<file path="config.mk">
export PLATFORM = sky130hd
export DESIGN_NAME = d_trig_pipe_flat
export DESIGN_NICKNAME = d
export VERILOG_FILES = /design/src/rtl/d_trig_pipe_pkg.sv /design/src/rtl/d_trig_pipe_if.sv /design/src/rtl/d_trig_stage.sv /design/src/rtl/d_trig_pipe.sv /design/src/flat_wrapper.sv
export SDC_FILE = /design/constraint.sdc
export NUM_CORES = 1
export LEC_CHECK = 0
export ABC_AREA = 1
export CORE_MARGIN = 3
export CORE_UTILIZATION = 44
export CTS_CLUSTER_SIZE = 12
export DETAILED_ROUTE_END_ITERATION = 8
export GPL_TIMING_DRIVEN = 0
export HOLD_SLACK_MARGIN = 0.05
export MAX_ROUTING_LAYER = met4
export PLACE_DENSITY_LB_ADDON = 0.08
export SYNTH_ARGS = -nofsm -noshare
export SYNTH_HDL_FRONTEND = slang
export SYNTH_SLANG_ARGS = --single-unit
export TNS_END_PERCENT = 100
</file>
<file path="constraint.sdc">
create_clock -name C -period 1.4 [get_ports C]
set_clock_uncertainty 0.05 [all_clocks]
set_input_delay 0.28 -clock C [delete_from_list [all_inputs] [get_ports C]]
set_output_delay 0.28 -clock C [all_outputs]
set_load 0.01 [all_outputs]
</file>
<file path="src/rtl/d_trig_pipe_pkg.sv">
// d_trig_pipe_pkg: shared constants and helpers for the d_trig_pipe delay line.
//   clog2          - ceiling log2, used to size the LEVEL counter (clog2(DEPTH+1))
//   DEF_*          - default WIDTH / DEPTH / INIT_VAL
//   lvl_op_e       - LEVEL counter update encoding (hold / increment / decrement)
package d_trig_pipe_pkg;

  localparam int unsigned DEF_WIDTH    = 8;
  localparam int unsigned DEF_DEPTH    = 4;
  localparam logic [31:0] DEF_INIT_VAL = 32'h0;

  typedef enum logic [1:0] {
    LVL_HOLD = 2'd0,
    LVL_INC  = 2'd1,
    LVL_DEC  = 2'd2
  } lvl_op_e;

  // Smallest r with 2**r >= n; returns at least 1 so a counter never collapses to zero width.
  function automatic int unsigned clog2(input int unsigned n);
    int unsigned r;
    r = 0;
    for (int unsigned i = 0; i < 32; i++) begin
      if ((64'd1 << i) < 64'(n)) r = i + 1;
    end
    if (r == 0) r = 1;
    return r;
  endfunction

endpackage

</file>
<file path="src/rtl/d_trig_pipe_if.sv">
// d_trig_pipe_if: bus bundle for d_trig_pipe.
//   master modport (producer/consumer side): drives CE, D, DV, FLUSH; observes outputs.
//   slave  modport (the pipe):               receives CE, D, DV, FLUSH; drives
//     Q, notQ, QV, LEVEL, FULL, EMPTY (and QH, QHV when D_TRIG_PIPE_HOLD_EN is defined).
// Optional macro: D_TRIG_PIPE_HOLD_EN adds the QH/QHV hold outputs.
interface d_trig_pipe_if
  import d_trig_pipe_pkg::*;
#(
  parameter int unsigned WIDTH = DEF_WIDTH,
  parameter int unsigned DEPTH = DEF_DEPTH
);
  localparam int unsigned LW = clog2(DEPTH + 1);

  logic             CE;
  logic [WIDTH-1:0] D;
  logic             DV;
  logic             FLUSH;
  logic [WIDTH-1:0] Q;
  logic [WIDTH-1:0] notQ;
  logic             QV;
  logic [LW-1:0]    LEVEL;
  logic             FULL;
  logic             EMPTY;
`ifdef D_TRIG_PIPE_HOLD_EN
  logic [WIDTH-1:0] QH;
  logic             QHV;

  modport master (output CE, D, DV, FLUSH,
                  input  Q, notQ, QV, LEVEL, FULL, EMPTY, QH, QHV);
  modport slave  (input  CE, D, DV, FLUSH,
                  output Q, notQ, QV, LEVEL, FULL, EMPTY, QH, QHV);
`else
  modport master (output CE, D, DV, FLUSH,
                  input  Q, notQ, QV, LEVEL, FULL, EMPTY);
  modport slave  (input  CE, D, DV, FLUSH,
                  output Q, notQ, QV, LEVEL, FULL, EMPTY);
`endif

endinterface

</file>
<file path="src/rtl/d_trig_stage.sv">
// d_trig_stage: one delay-line stage (WIDTH-bit data register + valid bit).
//   clk   - rising-edge clock        rst_n - async active-low reset (q=INIT_VAL, qv=0)
//   ce    - clock enable             flush - clears qv at the edge, data still follows ce
//   d/dv  - stage input              q/qv  - registered stage output
module d_trig_stage
  import d_trig_pipe_pkg::*;
#(
  parameter int unsigned      WIDTH    = DEF_WIDTH,
  parameter logic [WIDTH-1:0] INIT_VAL = WIDTH'(DEF_INIT_VAL)
) (
  input  logic             clk,
  input  logic             rst_n,
  input  logic             ce,
  input  logic             flush,
  input  logic [WIDTH-1:0] d,
  input  logic             dv,
  output logic [WIDTH-1:0] q,
  output logic             qv
);

  always_ff @(posedge clk or negedge rst_n) begin
    if (!rst_n) begin
      q  <= INIT_VAL;
      qv <= 1'b0;
    end else begin
      if (ce) q <= d;
      if (flush)   qv <= 1'b0;
      else if (ce) qv <= dv;
    end
  end

endmodule

</file>
<file path="src/rtl/d_trig_pipe.sv">
// d_trig_pipe: WIDTH-bit, DEPTH-stage registered delay line with per-stage valid,
// clock enable, synchronous flush and a registered occupancy counter.
//   C   - rising-edge clock          R   - async active-low reset
//   bus - d_trig_pipe_if.slave: CE, D, DV, FLUSH in; Q, notQ, QV, LEVEL, FULL, EMPTY out
// Optional macro: D_TRIG_PIPE_HOLD_EN adds QH/QHV, a sticky copy of the most recent
// valid word to leave the last stage.
module d_trig_pipe
  import d_trig_pipe_pkg::*;
#(
  parameter int unsigned      WIDTH    = DEF_WIDTH,
  parameter int unsigned      DEPTH    = DEF_DEPTH,
  parameter logic [WIDTH-1:0] INIT_VAL = WIDTH'(DEF_INIT_VAL)
) (
  input logic         C,
  input logic         R,
  d_trig_pipe_if.slave bus
);

  localparam int unsigned LW = clog2(DEPTH + 1);

  logic [WIDTH-1:0] stg_q [DEPTH];
  logic             stg_v [DEPTH];
  logic [LW-1:0]    level_q;
  lvl_op_e          lvl_op;

  for (genvar i = 0; i < DEPTH; i++) begin : g_stage
    logic [WIDTH-1:0] d_in;
    logic             dv_in;
    if (i == 0) begin : g_head
      assign d_in  = bus.D;
      assign dv_in = bus.DV;
    end else begin : g_tail
      assign d_in  = stg_q[i-1];
      assign dv_in = stg_v[i-1];
    end
    d_trig_stage #(
      .WIDTH    (WIDTH),
      .INIT_VAL (INIT_VAL)
    ) u_stage (
      .clk   (C),
      .rst_n (R),
      .ce    (bus.CE),
      .flush (bus.FLUSH),
      .d     (d_in),
      .dv    (dv_in),
      .q     (stg_q[i]),
      .qv    (stg_v[i])
    );
  end

  // Occupancy changes only when a valid word enters without one leaving, or vice versa;
  // this keeps LEVEL equal to the number of set valid bits without a popcount.
  always_comb begin
    lvl_op = LVL_HOLD;
    if (bus.CE && bus.DV && !stg_v[DEPTH-1])      lvl_op = LVL_INC;
    else if (bus.CE && !bus.DV && stg_v[DEPTH-1]) lvl_op = LVL_DEC;
  end

  always_ff @(posedge C or negedge R) begin
    if (!R) begin
      level_q <= '0;
    end else if (bus.FLUSH) begin
      level_q <= '0;
    end else begin
      case (lvl_op)
        LVL_INC: level_q <= level_q + LW'(1);
        LVL_DEC: level_q <= level_q - LW'(1);
        default: level_q <= level_q;
      endcase
    end
  end

  assign bus.Q     = stg_q[DEPTH-1];
  assign bus.notQ  = ~stg_q[DEPTH-1];
  assign bus.QV    = stg_v[DEPTH-1];
  assign bus.LEVEL = level_q;
  assign bus.FULL  = (level_q == LW'(DEPTH));
  assign bus.EMPTY = (level_q == '0);

`ifdef D_TRIG_PIPE_HOLD_EN
  logic [WIDTH-1:0] qh_q;
  logic             qhv_q;

  // Captures the word as it is shifted out of the last stage; FLUSH does not touch it,
  // and a word leaving on a flushing CE edge is still captured.
  always_ff @(posedge C or negedge R) begin
    if (!R) begin
      qh_q  <= INIT_VAL;
      qhv_q <= 1'b0;
    end else if (bus.CE && stg_v[DEPTH-1]) begin
      qh_q  <= stg_q[DEPTH-1];
      qhv_q <= 1'b1;
    end
  end

  assign bus.QH  = qh_q;
  assign bus.QHV = qhv_q;
`endif

endmodule

</file>
<file path="src/flat_wrapper.sv">
// flat-port wrapper written by rule: the top's interface ports become plain ports
module d_trig_pipe_flat import d_trig_pipe_pkg::*;
#(
  parameter int unsigned      WIDTH    = DEF_WIDTH,
  parameter int unsigned      DEPTH    = DEF_DEPTH,
  parameter logic [WIDTH-1:0] INIT_VAL = WIDTH'(DEF_INIT_VAL)
)
  (C, R, bus_CE, bus_D, bus_DV, bus_FLUSH, bus_Q, bus_notQ, bus_QV, bus_LEVEL, bus_FULL, bus_EMPTY);
  d_trig_pipe_if #(.WIDTH(WIDTH), .DEPTH(DEPTH)) bus_i ();
  input logic C;
  input logic R;
  input wire logic [$bits(bus_i.CE)-1:0] bus_CE;
  input wire logic [$bits(bus_i.D)-1:0] bus_D;
  input wire logic [$bits(bus_i.DV)-1:0] bus_DV;
  input wire logic [$bits(bus_i.FLUSH)-1:0] bus_FLUSH;
  output wire logic [$bits(bus_i.Q)-1:0] bus_Q;
  output wire logic [$bits(bus_i.notQ)-1:0] bus_notQ;
  output wire logic [$bits(bus_i.QV)-1:0] bus_QV;
  output wire logic [$bits(bus_i.LEVEL)-1:0] bus_LEVEL;
  output wire logic [$bits(bus_i.FULL)-1:0] bus_FULL;
  output wire logic [$bits(bus_i.EMPTY)-1:0] bus_EMPTY;
  assign bus_i.CE = bus_CE;
  assign bus_i.D = bus_D;
  assign bus_i.DV = bus_DV;
  assign bus_i.FLUSH = bus_FLUSH;
  assign bus_Q = bus_i.Q;
  assign bus_notQ = bus_i.notQ;
  assign bus_QV = bus_i.QV;
  assign bus_LEVEL = bus_i.LEVEL;
  assign bus_FULL = bus_i.FULL;
  assign bus_EMPTY = bus_i.EMPTY;
  d_trig_pipe #(.WIDTH(WIDTH), .DEPTH(DEPTH), .INIT_VAL(INIT_VAL)) u_core (.C(C), .R(R), .bus(bus_i));
endmodule
</file>
==> run summary <==
The die extent in x came out at 66.14 um. STA classifies the critical path startpoint as a flop. Final max-slew violation count: 0. The floorplan die area was 4375 um^2; the minimum clock period was 1.537 ns.

The total vias in the final route is 1,300. After synthesis the cells add up to 1592 um^2. The maximum number of pins on one net before global-route repair was 40. The critical path goes through buf_6 > nand2_4 > nor2_4 > fa_2 > inv_2 > nand2_2 > nand3_1 > nand2_1 > nand2_1 > nand2_1. The first routing iteration left 99 violations. For this run, the post-layout net count is 238.

Row generation in the floorplan step produced 21 rows. TritonCTS built the clock tree. After detailed routing, the average wire length per cell comes to 12.89 um. The remaining global-route overflow is 0, and the maximum buffer depth of the clock tree is 2.

After synthesis, the mean cell area works out to 9.094 um^2. The timing-limited maximum frequency is 0.6507 GHz, and the worst reg-to-reg path cell count is 10. The final cycle utilization of the critical path came out at 109.8%. For the pin with the worst max-slew slack, the measured transition is 0.5221 ns. In this run the number of H-tree levels came out at 2. The largest single stage delay on the critical path is 0.42 ns.

Most common cell after layout, fill and taps aside: nand2_1. STA classifies the critical path endpoint as a flop. Clock tree synthesis selected as its root buffer the cell clkbuf_4.

The first detailed-routing pass took 4 iterations. The total of max-cap violations is 0. Detailed placement finished with a half-perimeter wire length of 2.267 mm. The total chip power is 2.203 mW.

Final number of setup-violating endpoints: 3. The critical path is of the flop to flop type. IR analysis of the VDD net gives a maximum drop of 0.7932 mV. The number of instances in the synthesized netlist is 175. The tools report the final setup TNS as -0.3212 ns. The count of input and output buffers is 34. Worst min-delay path category: input pin to asynchronous set/reset pin. The chip height was 66.14 um; the number of standard cells in the layout, taps in and fillers out was 269.

The number of antenna diodes in the final layout is 0. Headroom to the max-slew limit came out at 65.19%. The number of failing hold endpoints at the final stage was 0; the register-to-register setup slack was -0.14 ns. The net switching component of the power was 0.6124 mW.

The insertion delay to the later sink of the worst-skew pair is 0.34 ns. The via count of the first global-routing pass is 1,283. For the count of boundary I/O pins, the log shows 35.

For the worst setup path, the data required time is 1.59 ns. Data arrives at the worst endpoint at 1.72 ns. In the final layout, the share of cells above drive strength 1 is 18.83%.

In this run the power density over the cells is 1068 nW/um^2. The static leakage came out at 1.049 nW. The post-detailed-routing wire length was 3.468 mm; the initial cell density of the core was 46.59%.

In this run, CTS created clock tree buffers numbering 5. The maximum fanout count along the critical path was 3. Switching part of the total: 27.80%. Setup repair after global routing could not meet its margin everywhere. For this run, the register share of the synthesized area comes to 61.32%.

The run gives 0.8868 as the placer's final routability congestion estimate. The tools report the final worst-path setup slack as -0.1369 ns. The library cells used most frequently in the layout, excluding fill and tap cells, are nand2_1, dfrtp_1, o21ai_0, inv_1.

For this design, the slowest cell found on the critical path is dfrtp_1. The count of unique library cells instantiated by Yosys was 17; the register bit count reported by yosys was 39. The most frequent cell on the critical path is nand2_1. In the routed layout, each cell is associated on average with a via count of 4.833.

Clock-pin slew was measured on the worst setup and hold paths at 0.11 ns. Once placement completed, the tool counted placed cells totaling 255. Once detail routing completed, the nets flagged for antenna violations numbered 0. The logs give 0 for the initial antenna violation count and 189 for the number of nets produced by synthesis. The first-pass GRT wire length was 5.802 mm; the combined global-route utilization of all metal layers was 18.38%. The run finished, with violations left. During synthesis, Yosys emitted a total of 0 warnings. The startpoint identified for the worst register-to-register timing path is u_core.g_stage[3].u_stage.qv. The run gives 58.9% as the register share of total power. The checks that failed: setup timing.

The area growth from synthesis to layout was 29.56%; the clock network power share was 23.3%. Placeable core area: 3416 um^2. The tools report the destination of the worst register-to-register timing path as u_core.bus.LEVEL[2].

Of the total power, combinational logic draws 17.8%. CTS sink count: 39. After detailed routing, the number of remaining DRC violations is 0.

Internal power comes to 1.590 mW.
==> area by class of cell <==
class | count | area (um^2)
Tap cell | 46 | 57.56
Multi-Input combinational cell | 105 | 514.2
Clock buffer | 6 | 41.29
Buffer | 7 | 40.04
Sequential cell | 39 | 977.2
Fill cell | 327 | 1354
Inverter | 24 | 90.09
Timing Repair Buffer | 42 | 341.6
==> worst max-delay path: cells and delay by family (launching register included) <==
kind | cells | cell delay (ns)
adder cells (fa/ha/maj) | 1 | 0.36
flip-flops | 1 | 0.42
AND/OR/NAND/NOR | 7 | 0.40
buffers and inverters | 2 | 0.19
==> registers in the layout (all words and copies together), names as in the netlist <==
| register | flops |
|---|---|
| u_core.g_stage.u_stage.qv | 4 |
| u_core.g_stage.u_stage.q | 32 |
| u_core.bus.LEVEL | 3 |
==> power groups by stage <==
stage	registers (mW)	logic (mW)	clock network, mW
2_1_floorplan	1.33	0.168	0
3_5_place_dp	1.32	0.428	0
3_3_place_gp	1.32	0.417	0
4_1_cts	1.30	0.405	0.536
5_1_grt	1.32	0.442	0.596
6_report	1.30	0.392	0.513
==> cell usage after synthesis <==
cell	instances	share of area, %
nand2_1	60	14
dfrtp_1	39	61
o21ai_0	28	8.8
inv_1	24	5.7
buf_2	5	1.6
nand3_1	4	1.3
nand4_1	3	1.2
nor2_1	2	0.47
nor3_1	2	0.63
a21oi_1	1	0.31
a21oi_2	1	0.55
buf_6	1	0.71
clkbuf_1	1	0.24
fa_1	1	1.3
nand2_2	1	0.39
nand3_4	1	1.1
nor2_2	1	0.39
==> per-stage QoR <==
stage	hold slack [ns]	worst slack, ns	utilization, %	area [um^2]
final	0.4198	-0.1369	60.37	2062
after global routing	0.4027	-0.2183	60.37	2062
after CTS	0.4046	-0.1292	60.70	2073
after detailed placement	0.3886	-0.5733	58.10	1984
after global placement	0.4036	-0.8351	58.24	1989
after floorplan	-0.06559	0.01167	-	1592
==> cells by family (layout without fill, tap and decap cells) <==
logic type / count (synthesis) / after routing / share of synthesized area (%)
buffers and inverters: 31 / 79 / 8.176
and+or+nand+nor: 74 / 74 / 19.58
adders and majority gates: 1 / 1 / 1.258
AOI/OAI and AO/OA: 30 / 30 / 9.669
DFF: 39 / 39 / 61.32
==> timing repair <==
| item | 4_1_cts | 5_1_grt |
|---|---|---|
| pin swaps | 3 | 1 |
| setup buffers | 7 | 0 |
| cloned | 0 | 0 |
| gates resized for setup | 42 | 25 |
| hold buffers | 1 | 0 |
| endpoints found under the setup margin | 24 | 19 |
| hold endpoints to repair | 39 | 0 |
==> per-layer routing <==
layer	vias up	wire length [um]	GRT usage (%)
met5	-	0	-
met4	0	62	6.853
met2	38	1745	29.37
met1	615	1477	21.90
li1	639	-	-
met3	8	183	5.612
==> worst max-delay path by stage <==
stage	startpoint	slack [ns]	cells past startpoint	end
2_1_floorplan	u_core.g_stage[3].u_stage.qv	0.01	9	u_core.bus.LEVEL[2]
3_3_place_gp	R	-0.84	1	u_core.g_stage[3].u_stage.q[7]
3_5_place_dp	bus_CE	-0.57	11	u_core.bus.LEVEL[2]
4_1_cts	u_core.bus.LEVEL[1]	-0.13	3	bus_FULL
5_1_grt	u_core.g_stage[3].u_stage.qv	-0.22	11	u_core.bus.LEVEL[2]
6_report	u_core.g_stage[3].u_stage.qv	-0.14	10	u_core.bus.LEVEL[2]
No activity file was read; power rests on OpenSTA's default activity.
==> variant, RTL diff (same flow settings) <==
The package constant `DEF_WIDTH` goes from 8 to 9.
--- a/src/rtl/d_trig_pipe_pkg.sv
+++ b/src/rtl/d_trig_pipe_pkg.sv
@@ -5,5 +5,5 @@
 package d_trig_pipe_pkg;
 
-  localparam int unsigned DEF_WIDTH    = 8;
+  localparam int unsigned DEF_WIDTH    = 9;
   localparam int unsigned DEF_DEPTH    = 4;
   localparam logic [31:0] DEF_INIT_VAL = 32'h0;
Interface: changed (resized bus_D, bus_Q and bus_notQ); port bits go from 35 to 38. No check against the original RTL was run, so the function may have changed too.
==> variant against the unedited design <==
- the flow still finishes with violations (setup timing)
- critical path depth decreased by 2
- wire length increased by 8.1%
- total power increased by 23%
- synthesized cell count increased by 9.7%
- hold slack got worse by 0.35 ns
- sequential cell count increased by 4
- design area increased by 12%
- worst setup slack improved by 0.0034 ns
- die area increased by 8.9%
- area after synthesis increased by 9.8%
- sequential share of layout area decreased by 0.65 points
- critical endpoint unchanged
- largest power group unchanged
==> variant: results (changes against the unedited design) <==
status=finished with violations; failing checks=setup timing; Lkg Pwr=0.00118 uW (+12%); crit path DAT=1.67 ns (-0.05 ns); input/output buffers=36 (+5.9%); vias in the first global route=1389 (+8.3%); max incr delay on CP=0.44 ns (+0.02 ns); final std cells w/o fill=290 (+7.8%); GP Congestion=0.843 (-4.9%); Via density=4.88 (+0.96%); gr usage total=0.173 (-0.0112); clk_lat worst skew=0.29 ns (-0.05 ns); Initial DRC Count=91 (-8.1%); RR Startpoint=u_core.bus.LEVEL[0]$_DFFE_PN0P_; first-pass GRT wire length=6420 um (+11%); Final setup viols=3 (unchanged); largest net degree at the start of global routing=44 (+10%); Syn Nets=207 (+9.5%); Root Buffer=clkbuf_8; Cells after Synth=192 (+9.7%); worst setup margin=-0.133 ns (+0.00340 ns); register area share after synthesis=0.616 (+0.00240); HPWL Detailed=2530 um (+12%); Tightest Pin Transition=0.937 ns (+0.415 ns); setup TNS=-0.304 ns (+0.0171 ns); CTS clk-pin slew, worst paths=0.08 ns (-0.03 ns); layout cell share with drive strength beyond 1=0.153 (-0.0354); count of cell types in the netlist=19 (+2); max reg flops=36 (+13%)
## variant: cell count changes in the layout (fill, tap and decap cells not counted), moves of 3 or more
cell,before,now
clkbuf_2,10,1
clkbuf_8,0,7
nand2_1,58,66
o21ai_1,0,3
dfrtp_1,38,42
dlygate4sd2_1,6,20
clkbuf_4,6,0
## variant: repair_timing
item | CTS | global route
setup endpoints to repair | 25 | 6
resized for setup | 41 | 7
pin swaps | 2 | 7
setup buffers | 5 | 1
## variant: cell families (layout without fill, tap and decap cells)
kind of cell / Yosys count / in the layout / synth area share
and+or+nand+nor: 80 / 80 / 0.188
buffers and inverters: 35 / 85 / 0.0880
AOI/OAI and AO/OA: 33 / 33 / 0.0966
adders and majority gates: 1 / 1 / 0.0115
DFF: 43 / 43 / 0.616
## variant: cell type report
class | count | area [sq um]
clock buffer | 8 | 100
tap | 48 | 60.1
fill | 335 | 1440
multi-input combinational | 114 | 538
timing repair buffer | 42 | 375
buffer | 9 | 56.3
sequential | 43 | 1080
inverter | 26 | 97.6
## variant: routing by layer
metal / vias to the layer above / GRT usage / routed length, um / part of all wire
met4: 0 / 0.0781 / 91 / 0.024
li1: 694 / - / - / -
met2: 41 / 0.270 / 1750 / 0.47
met1: 670 / 0.207 / 1710 / 0.46
met3: 10 / 0.0496 / 204 / 0.054
met5: - / - / 0 / 0
## variant: stage by stage
stage	setup slack, ns	hold WS [ns]
after floorplan	0.00790	-0.0656
final	-0.133	0.0719
after global placement	-0.982	0.405
after CTS	-0.0812	0.104
after detailed placement	-0.474	0.409
after global routing	-0.198	0.139
## variant: worst max path at each step
stage,depth (start not counted),startpoint,slack [ns],end
floorplan,9,u_core.g_stage[3].u_stage.qv$_DFFE_PN0P_,0.008,u_core.bus.LEVEL[2]$_DFFE_PN0P_
global placement,1,R,-0.98,u_core.g_stage[1].u_stage.qv$_DFFE_PN0P_
detailed placement,9,bus_DV,-0.47,u_core.bus.LEVEL[2]$_DFFE_PN0P_
CTS,9,u_core.bus.LEVEL[0]$_DFFE_PN0P_,-0.08,u_core.bus.LEVEL[2]$_DFFE_PN0P_
global route,8,u_core.bus.LEVEL[0]$_DFFE_PN0P_,-0.20,u_core.bus.LEVEL[2]$_DFFE_PN0P_
finish,8,u_core.bus.LEVEL[0]$_DFFE_PN0P_,-0.13,u_core.bus.LEVEL[2]$_DFFE_PN0P_
## variant: where the power goes
group          switching (uW)  internal, uW  leakage (uW)  total [uW]
registers                62.0          1370      0.000546        1430
logic                     244           197      0.000579         440
clock network             395           450     0.0000515         845
